File: config.mk
export PLATFORM = sky130hd
export DESIGN_NAME = wl_core_data_demux
export DESIGN_NICKNAME = d
export VERILOG_FILES = /design/src/rtl/wl_core_data_demux.sv
export SDC_FILE = /design/constraint.sdc
export NUM_CORES = 1
export LEC_CHECK = 0
export ABC_CLOCK_PERIOD_IN_PS = 3600
export CAP_MARGIN = 20
export CORE_AREA = 2 2 124 126
export DETAILED_ROUTE_END_ITERATION = 6
export DIE_AREA = 0 0 126 128
export GPL_ROUTABILITY_DRIVEN = 0
export MAX_ROUTING_LAYER = met4
export SLEW_MARGIN = 20
export SYNTH_ARGS = -nofsm -noshare
export SYNTH_HDL_FRONTEND = slang
export SYNTH_SLANG_ARGS = --single-unit
File: constraint.sdc
create_clock -name clk_i -period 3.6 [get_ports clk_i]
set_input_delay 0.54 -clock clk_i [delete_from_list [all_inputs] [get_ports clk_i]]
set_output_delay 0.54 -clock clk_i [all_outputs]
set_load 0.02 [all_outputs]
File: src/rtl/wl_core_data_demux.sv
// Routes Snitch core LSU reqrsp traffic to the data memory, CSR and HWPE config targets by address.
// Optional sticky decode-error log is built when WL_DEMUX_ERR_LOG_EN is defined.
module wl_core_data_demux #(
  parameter int unsigned          AddrWidth      = 32,
  parameter int unsigned          DataWidth      = 32,
  parameter int unsigned          MaxOutstanding = 4,
  parameter logic [AddrWidth-1:0] DataMemBase    = 32'h0002_0000,
  parameter logic [AddrWidth-1:0] DataMemSize    = 32'h0000_4000,
  parameter logic [AddrWidth-1:0] CsrBase        = 32'h0004_0000,
  parameter logic [AddrWidth-1:0] CsrSize        = 32'h0000_0004,
  parameter logic [AddrWidth-1:0] HwpeCfgBase    = 32'h0008_0000,
  parameter logic [AddrWidth-1:0] HwpeCfgSize    = 32'h0000_1000
) (
  input  logic                          clk_i,
  input  logic                          rst_i,
  input  logic                          slv_q_valid_i,
  output logic                          slv_q_ready_o,
  input  logic [AddrWidth-1:0]          slv_q_addr_i,
  input  logic                          slv_q_write_i,
  input  logic [DataWidth-1:0]          slv_q_data_i,
  input  logic [DataWidth/8-1:0]        slv_q_strb_i,
  output logic                          slv_p_valid_o,
  input  logic                          slv_p_ready_i,
  output logic [DataWidth-1:0]          slv_p_data_o,
  output logic                          slv_p_error_o,
  output logic [2:0]                    mst_q_valid_o,
  input  logic [2:0]                    mst_q_ready_i,
  output logic [AddrWidth-1:0]          mst_q_addr_o,
  output logic                          mst_q_write_o,
  output logic [DataWidth-1:0]          mst_q_data_o,
  output logic [DataWidth/8-1:0]        mst_q_strb_o,
  input  logic [2:0]                    mst_p_valid_i,
  output logic [2:0]                    mst_p_ready_o,
  input  logic [2:0][DataWidth-1:0]     mst_p_data_i,
  input  logic [2:0]                    mst_p_error_i,
  output logic                          err_valid_o,
  output logic [AddrWidth-1:0]          err_addr_o,
  input  logic                          err_clear_i
);

  localparam int unsigned          CntW    = $clog2(MaxOutstanding + 1);
  localparam logic [CntW-1:0]      CntMax  = CntW'(MaxOutstanding);
  localparam logic [CntW-1:0]      CntOne  = CntW'(1);
  localparam logic [AddrWidth-1:0] AddrOne = AddrWidth'(1);
  localparam logic [1:0]           TgtErr  = 2'd3;

  function automatic logic addr_hit(input logic [AddrWidth-1:0] addr,
                                    input logic [AddrWidth-1:0] base,
                                    input logic [AddrWidth-1:0] size);
    return (addr & ~(size - AddrOne)) == base;
  endfunction

  logic [1:0]      dec;
  logic [1:0]      cur_tgt_q;
  logic [CntW-1:0] cnt_q;
  logic            err_pend_q;
  logic            issue_ok;
  logic            accept;
  logic            acc_map;
  logic            acc_err;
  logic            rsp_live;
  logic            rsp_hs;

  always_comb begin
    dec = TgtErr;
    if (addr_hit(slv_q_addr_i, DataMemBase, DataMemSize)) begin
      dec = 2'd0;
    end else if (addr_hit(slv_q_addr_i, CsrBase, CsrSize)) begin
      dec = 2'd1;
    end else if (addr_hit(slv_q_addr_i, HwpeCfgBase, HwpeCfgSize)) begin
      dec = 2'd2;
    end
  end

  // A new target may only be opened once every earlier transaction has drained,
  // which is what keeps responses in request order without a reorder buffer.
  always_comb begin
    issue_ok = 1'b0;
    if (!err_pend_q) begin
      if (dec == TgtErr) begin
        issue_ok = (cnt_q == '0);
      end else begin
        issue_ok = (cnt_q == '0) || ((dec == cur_tgt_q) && (cnt_q < CntMax));
      end
    end
  end

  always_comb begin
    mst_q_valid_o = '0;
    slv_q_ready_o = 1'b0;
    if (issue_ok) begin
      if (dec == TgtErr) begin
        slv_q_ready_o = 1'b1;
      end else begin
        for (int i = 0; i < 3; i++) begin
          if (dec == 2'(i)) begin
            mst_q_valid_o[i] = slv_q_valid_i;
            slv_q_ready_o    = mst_q_ready_i[i];
          end
        end
      end
    end
  end

  assign mst_q_addr_o  = slv_q_addr_i;
  assign mst_q_write_o = slv_q_write_i;
  assign mst_q_data_o  = slv_q_data_i;
  assign mst_q_strb_o  = slv_q_strb_i;

  assign accept  = slv_q_valid_i & slv_q_ready_o;
  assign acc_map = accept & (dec != TgtErr);
  assign acc_err = accept & (dec == TgtErr);

  // Stray target responses with nothing outstanding are left unacknowledged.
  assign rsp_live = !err_pend_q && (cnt_q != '0) && (cur_tgt_q != TgtErr);

  always_comb begin
    mst_p_ready_o = '0;
    slv_p_valid_o = 1'b0;
    slv_p_data_o  = '0;
    slv_p_error_o = 1'b0;
    if (err_pend_q) begin
      slv_p_valid_o = 1'b1;
      slv_p_error_o = 1'b1;
    end else if (rsp_live) begin
      for (int i = 0; i < 3; i++) begin
        if (cur_tgt_q == 2'(i)) begin
          slv_p_valid_o    = mst_p_valid_i[i];
          mst_p_ready_o[i] = slv_p_ready_i;
          slv_p_data_o     = mst_p_data_i[i];
          slv_p_error_o    = mst_p_error_i[i];
        end
      end
    end
  end

  assign rsp_hs = rsp_live & slv_p_valid_o & slv_p_ready_i;

  always_ff @(posedge clk_i) begin
    if (rst_i) begin
      cur_tgt_q  <= 2'd0;
      cnt_q      <= '0;
      err_pend_q <= 1'b0;
    end else begin
      if (accept) begin
        cur_tgt_q <= dec;
      end
      if (acc_map && !rsp_hs) begin
        cnt_q <= cnt_q + CntOne;
      end else if (rsp_hs && !acc_map) begin
        cnt_q <= cnt_q - CntOne;
      end
      if (acc_err) begin
        err_pend_q <= 1'b1;
      end else if (err_pend_q && slv_p_ready_i) begin
        err_pend_q <= 1'b0;
      end
    end
  end

`ifdef WL_DEMUX_ERR_LOG_EN
  logic                 err_valid_q;
  logic [AddrWidth-1:0] err_addr_q;

  // A fresh fault beats a simultaneous clear so it is never lost.
  always_ff @(posedge clk_i) begin
    if (rst_i) begin
      err_valid_q <= 1'b0;
      err_addr_q  <= '0;
    end else if (acc_err && (!err_valid_q || err_clear_i)) begin
      err_valid_q <= 1'b1;
      err_addr_q  <= slv_q_addr_i;
    end else if (err_clear_i) begin
      err_valid_q <= 1'b0;
      err_addr_q  <= '0;
    end
  end

  assign err_valid_o = err_valid_q;
  assign err_addr_o  = err_addr_q;
`else
  logic unused_err_clear;
  assign unused_err_clear = err_clear_i;
  assign err_valid_o      = 1'b0;
  assign err_addr_o       = '0;
`endif

endmodule

======== Word level (Yosys, flattened, before mapping) ========
Index checks and enable logic that the tools add are counted.
storage, ports and cells
  output and inout bits ................... 143
  logic and storage cells ................. 77
  input bits .............................. 179
  register bits after elaboration ......... 6
operators by class
  equality and inequality tests ........... 11
  muxes and demuxes ....................... 39
  bitwise logic cells ..................... 5
  reductions and logical operators ........ 16
  add/sub/neg operators ................... 2
  $lt $le $gt $ge ......................... 1
operators with widths
  cell                                              count
  two-way mux 32 bit                                5
  == test 30 x 17 -> 1 bit, second input constant   1
  two-way mux 1 bit                                 26
  == test 20 x 8 -> 1 bit, second input constant    1
  == test 18 x 4 -> 1 bit, second input constant    1
  two-way mux 3 bit                                 6
  == test 2 bit, second input constant              3
  logical AND 1 bit                                 6
  AND 1 bit                                         5
  == test 2 x 1 -> 1 bit, second input constant     2
  zero test 2 bit                                   2
  two-way mux 2 bit                                 2
  inequality test 2 bit, second input constant      2
  nonzero test 2 bit                                2
  adder 3 x 1 -> 3 bit, second input constant       1
  zero test 1 bit                                   3
  zero test 3 bit                                   1
  < comparator 3 bit, second input constant         1
  nonzero test 3 bit                                1
  subtractor 3 x 1 -> 3 bit, second input constant  1
  == test 2 bit                                     1
  logical OR 1 bit                                  1

======== Longest topological paths before layout ========
Gate-level depths: netlist of the first run.
  word-level depth ........................ 16
  gate-level depth with buffers ........... 12

======== Least setup slack after synthesis of the first run ========
Ideal clock, no wire load.
  path kind ............................... input to register
  from .................................... input slv_q_addr_i[21]
  to ...................................... register cnt_q[2]
  arrival time ............................ 2798 ps
  stages on the path ...................... 12
  library setup time ...................... 70 ps
  required time ........................... 3530 ps
  slack ................................... 732 ps
  path buffers ............................ 0
  path through ............................ nor4_4 -> nand4_2 -> o32ai_2 -> a31o_4 -> nand2_2 -> nor2_1 -> ha_1 -> inv_1 -> fa_1 -> xor2_1 -> or3_1 -> a21oi_1
between the ends
  longest elaborated chain between the ends .. 15
RTL lines
  what                                                           line    RTL
  from (decl)                                                    18      input logic [AddrWidth-1:0] slv_q_addr_i,
  == test 20 x 8 -> 1 bit                                        50      return (addr & ~(size - AddrOne)) == base;
  two-way mux 1 bit                                              70      end else if (addr_hit(slv_q_addr_i, HwpeCfgBase, HwpeCfgSize)) begin
  two-way mux 2 bit                                              68      end else if (addr_hit(slv_q_addr_i, CsrBase, CsrSize)) begin
  two-way mux 2 bit *                                            66      if (addr_hit(slv_q_addr_i, DataMemBase, DataMemSize)) begin
  zero test 2 bit / == test 2 bit (equally long branches)        96, 83
  two-way mux 1 bit / logical AND 1 bit (equally long branches)  96, 83
  two-way mux 1 bit / logical OR 1 bit (equally long branches)   96, 83
  two-way mux 1 bit (on tied branches)                           96, 80
  two-way mux 1 bit (on tied branches)                           92, 79
  two-way mux 1 bit                                              91      if (issue_ok) begin
  AND 1 bit                                                      110     assign accept = slv_q_valid_i & slv_q_ready_o;
  AND 1 bit *                                                    111     assign acc_map = accept & (dec != TgtErr);
  zero test 1 bit                                                150     end else if (rsp_hs && !acc_map) begin
  logical AND 1 bit                                              150
  nonzero test 2 bit (no line)                                   n/a
  to (signal assigned)                                           149     cnt_q <= cnt_q + CntOne;
  to (signal assigned)                                           151     cnt_q <= cnt_q - CntOne;
  to (decl)                                                      55      logic [CntW-1:0] cnt_q;
Mark *: on every way between the ends. The rest lies on a longest branch, timed or not.
A chain may end at the register's enable or synchronous reset.

======== Worst setup path in the final report of the first run ========
  from .................................... input slv_q_addr_i[31]
  to ...................................... output slv_q_ready_o
between the ends
  longest elaborated chain between the ends .. 10
RTL lines
  what                                                           line    RTL
  == test 20 x 8 -> 1 bit                                        50
  two-way mux 1 bit                                              70
  two-way mux 2 bit                                              68
  two-way mux 2 bit *                                            66
  zero test 2 bit / == test 2 bit (equally long branches)        96, 83
  two-way mux 1 bit / logical AND 1 bit (equally long branches)  96, 83
  two-way mux 1 bit / logical OR 1 bit (equally long branches)   96, 83
  two-way mux 1 bit (on tied branches)                           96, 80
  two-way mux 1 bit (on tied branches)                           92, 79
  two-way mux 1 bit *                                            91
  to (decl)                                                      17      output logic slv_q_ready_o,
Marks and branches as above.

==> results of run 1 <==
## per-layer routing
layer	routed length [um]	track usage	part of all wire	up-vias
met2	4580	0.193	0.50	197
met3	985	0.0330	0.11	27
met1	3350	0.108	0.36	1167
met4	318	0.0537	0.034	0
li1	-	-	-	1253
met5	0	-	0	-
## sequential cells by signal, summed over array words and instances (netlist names)
signal	count
err_pend_q	1
cnt_q	3
cur_tgt_q	2
## logic make-up after synthesis
logic type	count (synthesis)
compound gates	50
flops	6
simple gates	114
fa+ha+maj	2
xor+xnor	2
buf+inv	121
other cells	1
mux	35
## cell type report
type | instances | share of cell area
clock buffers | 3 | 0.0185
well taps | 188 | 0.0580
flip-flops and latches | 6 | 0.0299
diodes | 1 | 0.000617
inverters | 3 | 0.00277
repair buffers | 219 | 0.535
multi-input cells | 236 | 0.355
## stage by stage
stage / hold WS (ps) / cell area, um^2 / utilization
CTS: 538 / 4050 / 0.272
global route: 590 / 4060 / 0.273
floorplan: 466 / 2390 / -
global placement: 484 / 3970 / 0.267
finish: 539 / 4060 / 0.273
detailed placement: 506 / 3970 / 0.267
## worst paths after layout
kind / start / endpoint
setup reg to reg: cur_tgt_q[1] / cnt_q[2]
hold reg to reg: cnt_q[2] / cnt_q[2]
hold / removal: cnt_q[2] / cnt_q[2]
setup / recovery: slv_q_addr_i[31] / slv_q_ready_o
## cells in the final DEF (no fill, tap or decap), drive strengths merged, types with 2 or more instances in the layout
cell,instances
clkbuf,3
nor4,7
inv,3
xor2,2
nor3,8
dfxtp,6
nand2b,3
o21bai,2
nand2,6
nor3b,2
conb,33
and3,2
nand4,2
or2,2
a21oi,38
mux2i,35
buf,10
clkdlybuf4s50,206
nor2,76
nand3,3
dlymetal6s2s,2
## critical path: stages
cell and delay, ps:
clkdlybuf4s50_1 500, nor4_4 350, nand4_2 200, o32ai_2 330
a31o_4 170, and3_1 170, clkdlybuf4s50_1 610
## where the power goes
part           switching (mW)  leakage, nW  internal [mW]
sequential            0.00862       0.0494         0.0701
clock                  0.0415       0.0370          0.143
combinational           0.193         1.47          0.232
total                   0.243         1.56          0.445
## timing repair
| action | CTS | global route |
|---|---|---|
| endpoints found under the setup margin | 1 | 3 |
| resized for setup | 1 | 3 |
| setup buffers | 0 | 0 |
| pin swaps | 0 | 0 |
==> reports/metrics.cfg, run 1 <==
[logic_synthesis]
postSynthAreaPerCell_um2 = 6.86
synth-edff-count = 0
synth_xor_area_frac = 0.00771
synth_top_cell_by_area = buf_4
synth.most_common_cell = buf_4
synth_top_cell_area_share = 0.337
synth_seq_area_share = 0.0529
ys_ff_latch = 6
synth_area_mm2 = 0.00227
ys_warn_count = 0
netlist_top_cells_count = 102 x buf_4, 75 x nor2_1, 38 x a21oi_1
synth-adder-area-share = 0.0143
synth_cell_types = 43
synth_top_cells_by_area = buf_4 34%, mux2i_1 15%, nor2_1 12%
muxShareOfSynthArea = 0.154
synth_compound_area_frac = 0.137
yosys.area_share.simple = 0.261
async_reset_ff_frac = 0
synth_top_family_by_area = buffers and inverters
synthFlopType = dfxtp_1
synth_cells = 331

[clock_tree]
cts_tree = yes
clock_path_buffers = 2
clk_latency_ps = 230
clockRootBuffer = clkbuf_16
cts_num_sinks = 6
holdBufCountCts = 0
path_clk_slew_ps = 30
cts.htree.levels = 1
numCtsBuffers = 3

[timing]
tns_ps = 0
tightest_slew_ps = 721
finalClockSkew_ps = 0.506
slew_headroom = 0.519
layout_setup_ws_ps = 200
rsz0062_at_grt = no
hold_violations = 0
setup_viol = 0
fmax_mhz = 294
drv_slew = 0
fin_crit_sh = 0.944
period_minus_slack_ps = 3400

[finish]
final_cell_count_no_fill = 656
synthToLayoutAreaGrowth_pct = 78.6
multi_input_area_mm2 = 0.00144
final_nets = 650
regArea_um2 = 121
layout-drive-gt1-share = 0.0749
fillers = 1647

[power]
power.density_mw_per_mm2 = 170
p_leak_nw = 1.56
peakVddDrop_mv = 0.0912
p_total_uw = 688

[placed_design]
hpwl_um = 7800
place_inst = 652
numPortBuffers = 209
dp_slack_ps = 1.70

[routing]
wl_per_cell_um = 14.1
drt_first_pass_iters = 4
drtIter0Drc = 41
vias = 2644
routed_via_density = 4.03
drt_wl_total_um = 9230
ant_nets = 0
drc = 0

[worst_hold_path]
holdCritPathClass = reg -> reg
min_path_cells = 2

[die]
core_area_mm2 = 0.0149
initial_core_util = 0.153
rows = 45
ios = 322
die_h_um = 128
dieArea_mm2 = 0.0161
fp.dieW_um = 126

[global_routing]
grt-ovfl-total = 0
grt_max_degree = 35
grt_use_total = 0.108
grt_pass1_wl_um = 13500
antenna_found_initial = 1
grt_pass1_vias = 2666

[critical_path]
rrSetupSlack_ps = 830
rr_worst_depth = 13
crit_type = in -> out
crit_path_max_fanout = 5
cp_data_arrival_time_ps = 2860
critPathRequiredTime_ps = 3060
end_kind = output pin
startpoint_type = input port

[outcome]
status = completed

[flow_run]
max_cap_viol_count = 0

Power figures use the tool's default switching activity.
==> run 2, diff against run 1 <==
--- a/config.mk
+++ b/config.mk
@@ -5,11 +5,12 @@
 export SDC_FILE = /design/constraint.sdc
 export NUM_CORES = 1
 export LEC_CHECK = 0
+export ABC_AREA = 1
 export ABC_CLOCK_PERIOD_IN_PS = 3600
 export CAP_MARGIN = 20
-export CORE_AREA = 2 2 124 126
+export CORE_AREA = 2 2 125 127
 export DETAILED_ROUTE_END_ITERATION = 6
-export DIE_AREA = 0 0 126 128
+export DIE_AREA = 0 0 127 129
 export GPL_ROUTABILITY_DRIVEN = 0
 export MAX_ROUTING_LAYER = met4
 export SLEW_MARGIN = 20
==> run 2 against run 1 <==
Via count is 10% higher. Core utilization hardly changed. Largest power group unchanged. Combinational power is 9.9% lower. Register-to-register slack better by 110 ps. Total power is 7.4% lower.
==> reports/metrics.cfg, run 2 <==
[clock_tree]
holdBufCountCts = 0
path_clk_slew_ps = 30
numCtsBuffers = 3
cts.htree.levels = 1
cts_num_sinks = 6
clk_latency_ps = 230
cts_tree = yes
clockRootBuffer = clkbuf_16
clock_path_buffers = 2
post-cts-setup-buffers = 0
post_cts_resized = 0

[timing]
fmax_mhz = 300
slew_headroom = 0.625
fin_crit_sh = 0.925
hold_violations = 0
drv_slew = 0
rsz0062_at_grt = yes
period_minus_slack_ps = 3330
whs_ps = 482
setup_viol = 0
tightest_slew_ps = 562
finalClockSkew_ps = 1.04

[logic_synthesis]
synth_compound_area_frac = 0.125
synth_top_cell_area_share = 0.335
synth.most_common_cell = nand2_1
synthFlopType = dfxtp_1
synth_seq_area_share = 0.0525
synth-edff-count = 0
netlist_top_cells_count = 131 x nand2_1, 102 x buf_4, 35 x a31oi_1
muxShareOfSynthArea = 0
synth_area_mm2 = 0.00229
yosys.area_share.simple = 0.386
postSynthAreaPerCell_um2 = 5.61
synth_top_cell_by_area = buf_4
synth_cell_types = 29
synth_top_family_by_area = buffers and inverters
synth_cells = 408
ys_warn_count = 0
async_reset_ff_frac = 0
synth_xor_area_frac = 0.00383
synth-adder-area-share = 0.0142
ys_ff_latch = 6
synth_top_cells_by_area = buf_4 33%, nand2_1 21%, a31oi_1 9.6%

[critical_path]
rrSetupSlack_ps = 940
end_kind = output pin
cp_data_arrival_time_ps = 2790
worst_r2r_startpoint = cur_tgt_q[0]
rr_worst_depth = 10
critPathRequiredTime_ps = 3060
crit_type = in -> out
critPathLaunch = slv_q_addr_i[22]
endpoint = slv_q_ready_o
crit_path_max_fanout = 5
startpoint_type = input port
r2r_end = cnt_q[1]

[global_routing]
grt_max_degree = 35
grt-ovfl-total = 0
antenna_found_initial = 0
grt_use_total = 0.112
grt_pass1_vias = 2708
grt_pass1_wl_um = 14300

[finish]
regMostFlops = cnt_q
antenna_cells = 0
design_area_mm2 = 0.00409
fillers = 1690
final_nets = 725
multi_input_area_mm2 = 0.00136
synthToLayoutAreaGrowth_pct = 78.6
regArea_um2 = 120
final_common_cell = clkdlybuf4s50_1
largest_reg_flops = 3
final_cell_mix = 205 x clkdlybuf4s50_1, 131 x nand2_1, 34 x a31oi_1
largestRegisters = cnt_q (3), cur_tgt_q (2), err_pend_q (1)
layout-drive-gt1-share = 0.0535

[die]
die_h_um = 129
ios = 322
fp.dieW_um = 127
dieArea_mm2 = 0.0164
initial_core_util = 0.153
rows = 45
core_area_mm2 = 0.0150

[worst_hold_path]
min_path_cells = 2
holdCritPathClass = reg -> reg

[routing]
drc = 0
vias = 2912
drt_first_pass_iters = 5
drtIter0Drc = 75
routed_via_density = 3.99
ant_nets = 0
drt_wl_total_um = 9840
wl_per_cell_um = 13.5

[placed_design]
numPortBuffers = 209
hpwl_um = 8480
postPlaceCellArea_mm2 = 0.00400

[flow_run]
max_cap_viol_count = 0

[outcome]
status = completed

[power]
peakVddDrop_mv = 0.170
p_leak_nw = 1.62
power.density_mw_per_mm2 = 156

run 2: changes by cell type in the layout (fill, tap and decap cells not counted), moves of 4 or more:
cell	previous run	this run
nand2_1	5	131
nor2_1	74	25
mux2i_1	35	0
a21oi_1	38	4
a31oi_1	1	34
inv_1	3	32
buf_4	10	4
nand4_1	1	7
nor2_2	1	7
nand3_1	1	6
nor4_1	2	6
run 2: cell type report:
type	count	share of cell area
Timing Repair Buffer	215	0.531
Multi-Input combinational cell	284	0.332
Tap cell	188	0.0575
Inverter	34	0.0312
Sequential cell	6	0.0294
Clock buffer	3	0.0184
run 2: routing by layer:
metal  part of all wire  GRT usage
met1               0.41      0.133
met2               0.48      0.193
met3              0.092     0.0324
met4              0.012     0.0175
met5                  0          -
run 2: how the worst min path moves through the flow:
stage / endpoint / slack (ps) / startpoint
after global routing: err_pend_q / 510 / err_pend_q
after floorplan: err_pend_q / 450 / err_pend_q
after detailed placement: err_pend_q / 470 / err_pend_q
after global placement: err_pend_q / 470 / err_pend_q
final: err_pend_q / 480 / err_pend_q
after CTS: err_pend_q / 480 / err_pend_q
run 2: critical path: stages:
cell             delay [ps]
clkdlybuf4s50_1         500
inv_1                    50
nand2_1                 100
nor2_1                   70
nand2_1                 140
nor2_2                   60
nand2_2                 120
o22ai_1                  80
nor2_1                  280
and3_1                  230
clkdlybuf4s50_1         610
run 2: power by group:
part	internal, mW	total (mW)	switching [mW]
Combinational	0.202	0.383	0.181
Sequential	0.0697	0.0744	0.00470
Clock	0.143	0.179	0.0369
Total	0.414	0.637	0.223
run 2: cell families after synthesis:
kind of cell / count (synthesis)
AOI/OAI and AO/OA: 46
and+or+nand+nor: 202
buffers and inverters: 150
xor gates and xnor gates: 1
adders and majority gates: 2
other: 1
DFF: 6
run 2: stage by stage:
| stage | power (mW) | worst slack [ps] | TNS (ps) | cells | utilization |
|---|---|---|---|---|---|
| 2_1_floorplan | 0.335 | 907 | 0 | 440 | - |
| 3_3_place_gp | 0.459 | 86.7 | 0 | 727 | 0.267 |
| 3_5_place_dp | 0.460 | 81.1 | 0 | 727 | 0.267 |
| 4_1_cts | 0.644 | 150 | 0 | 730 | 0.272 |
| 5_1_grt | 0.680 | -33.2 | -33.2 | 730 | 0.273 |
| 6_report | 0.637 | 268 | 0 | 730 | 0.273 |
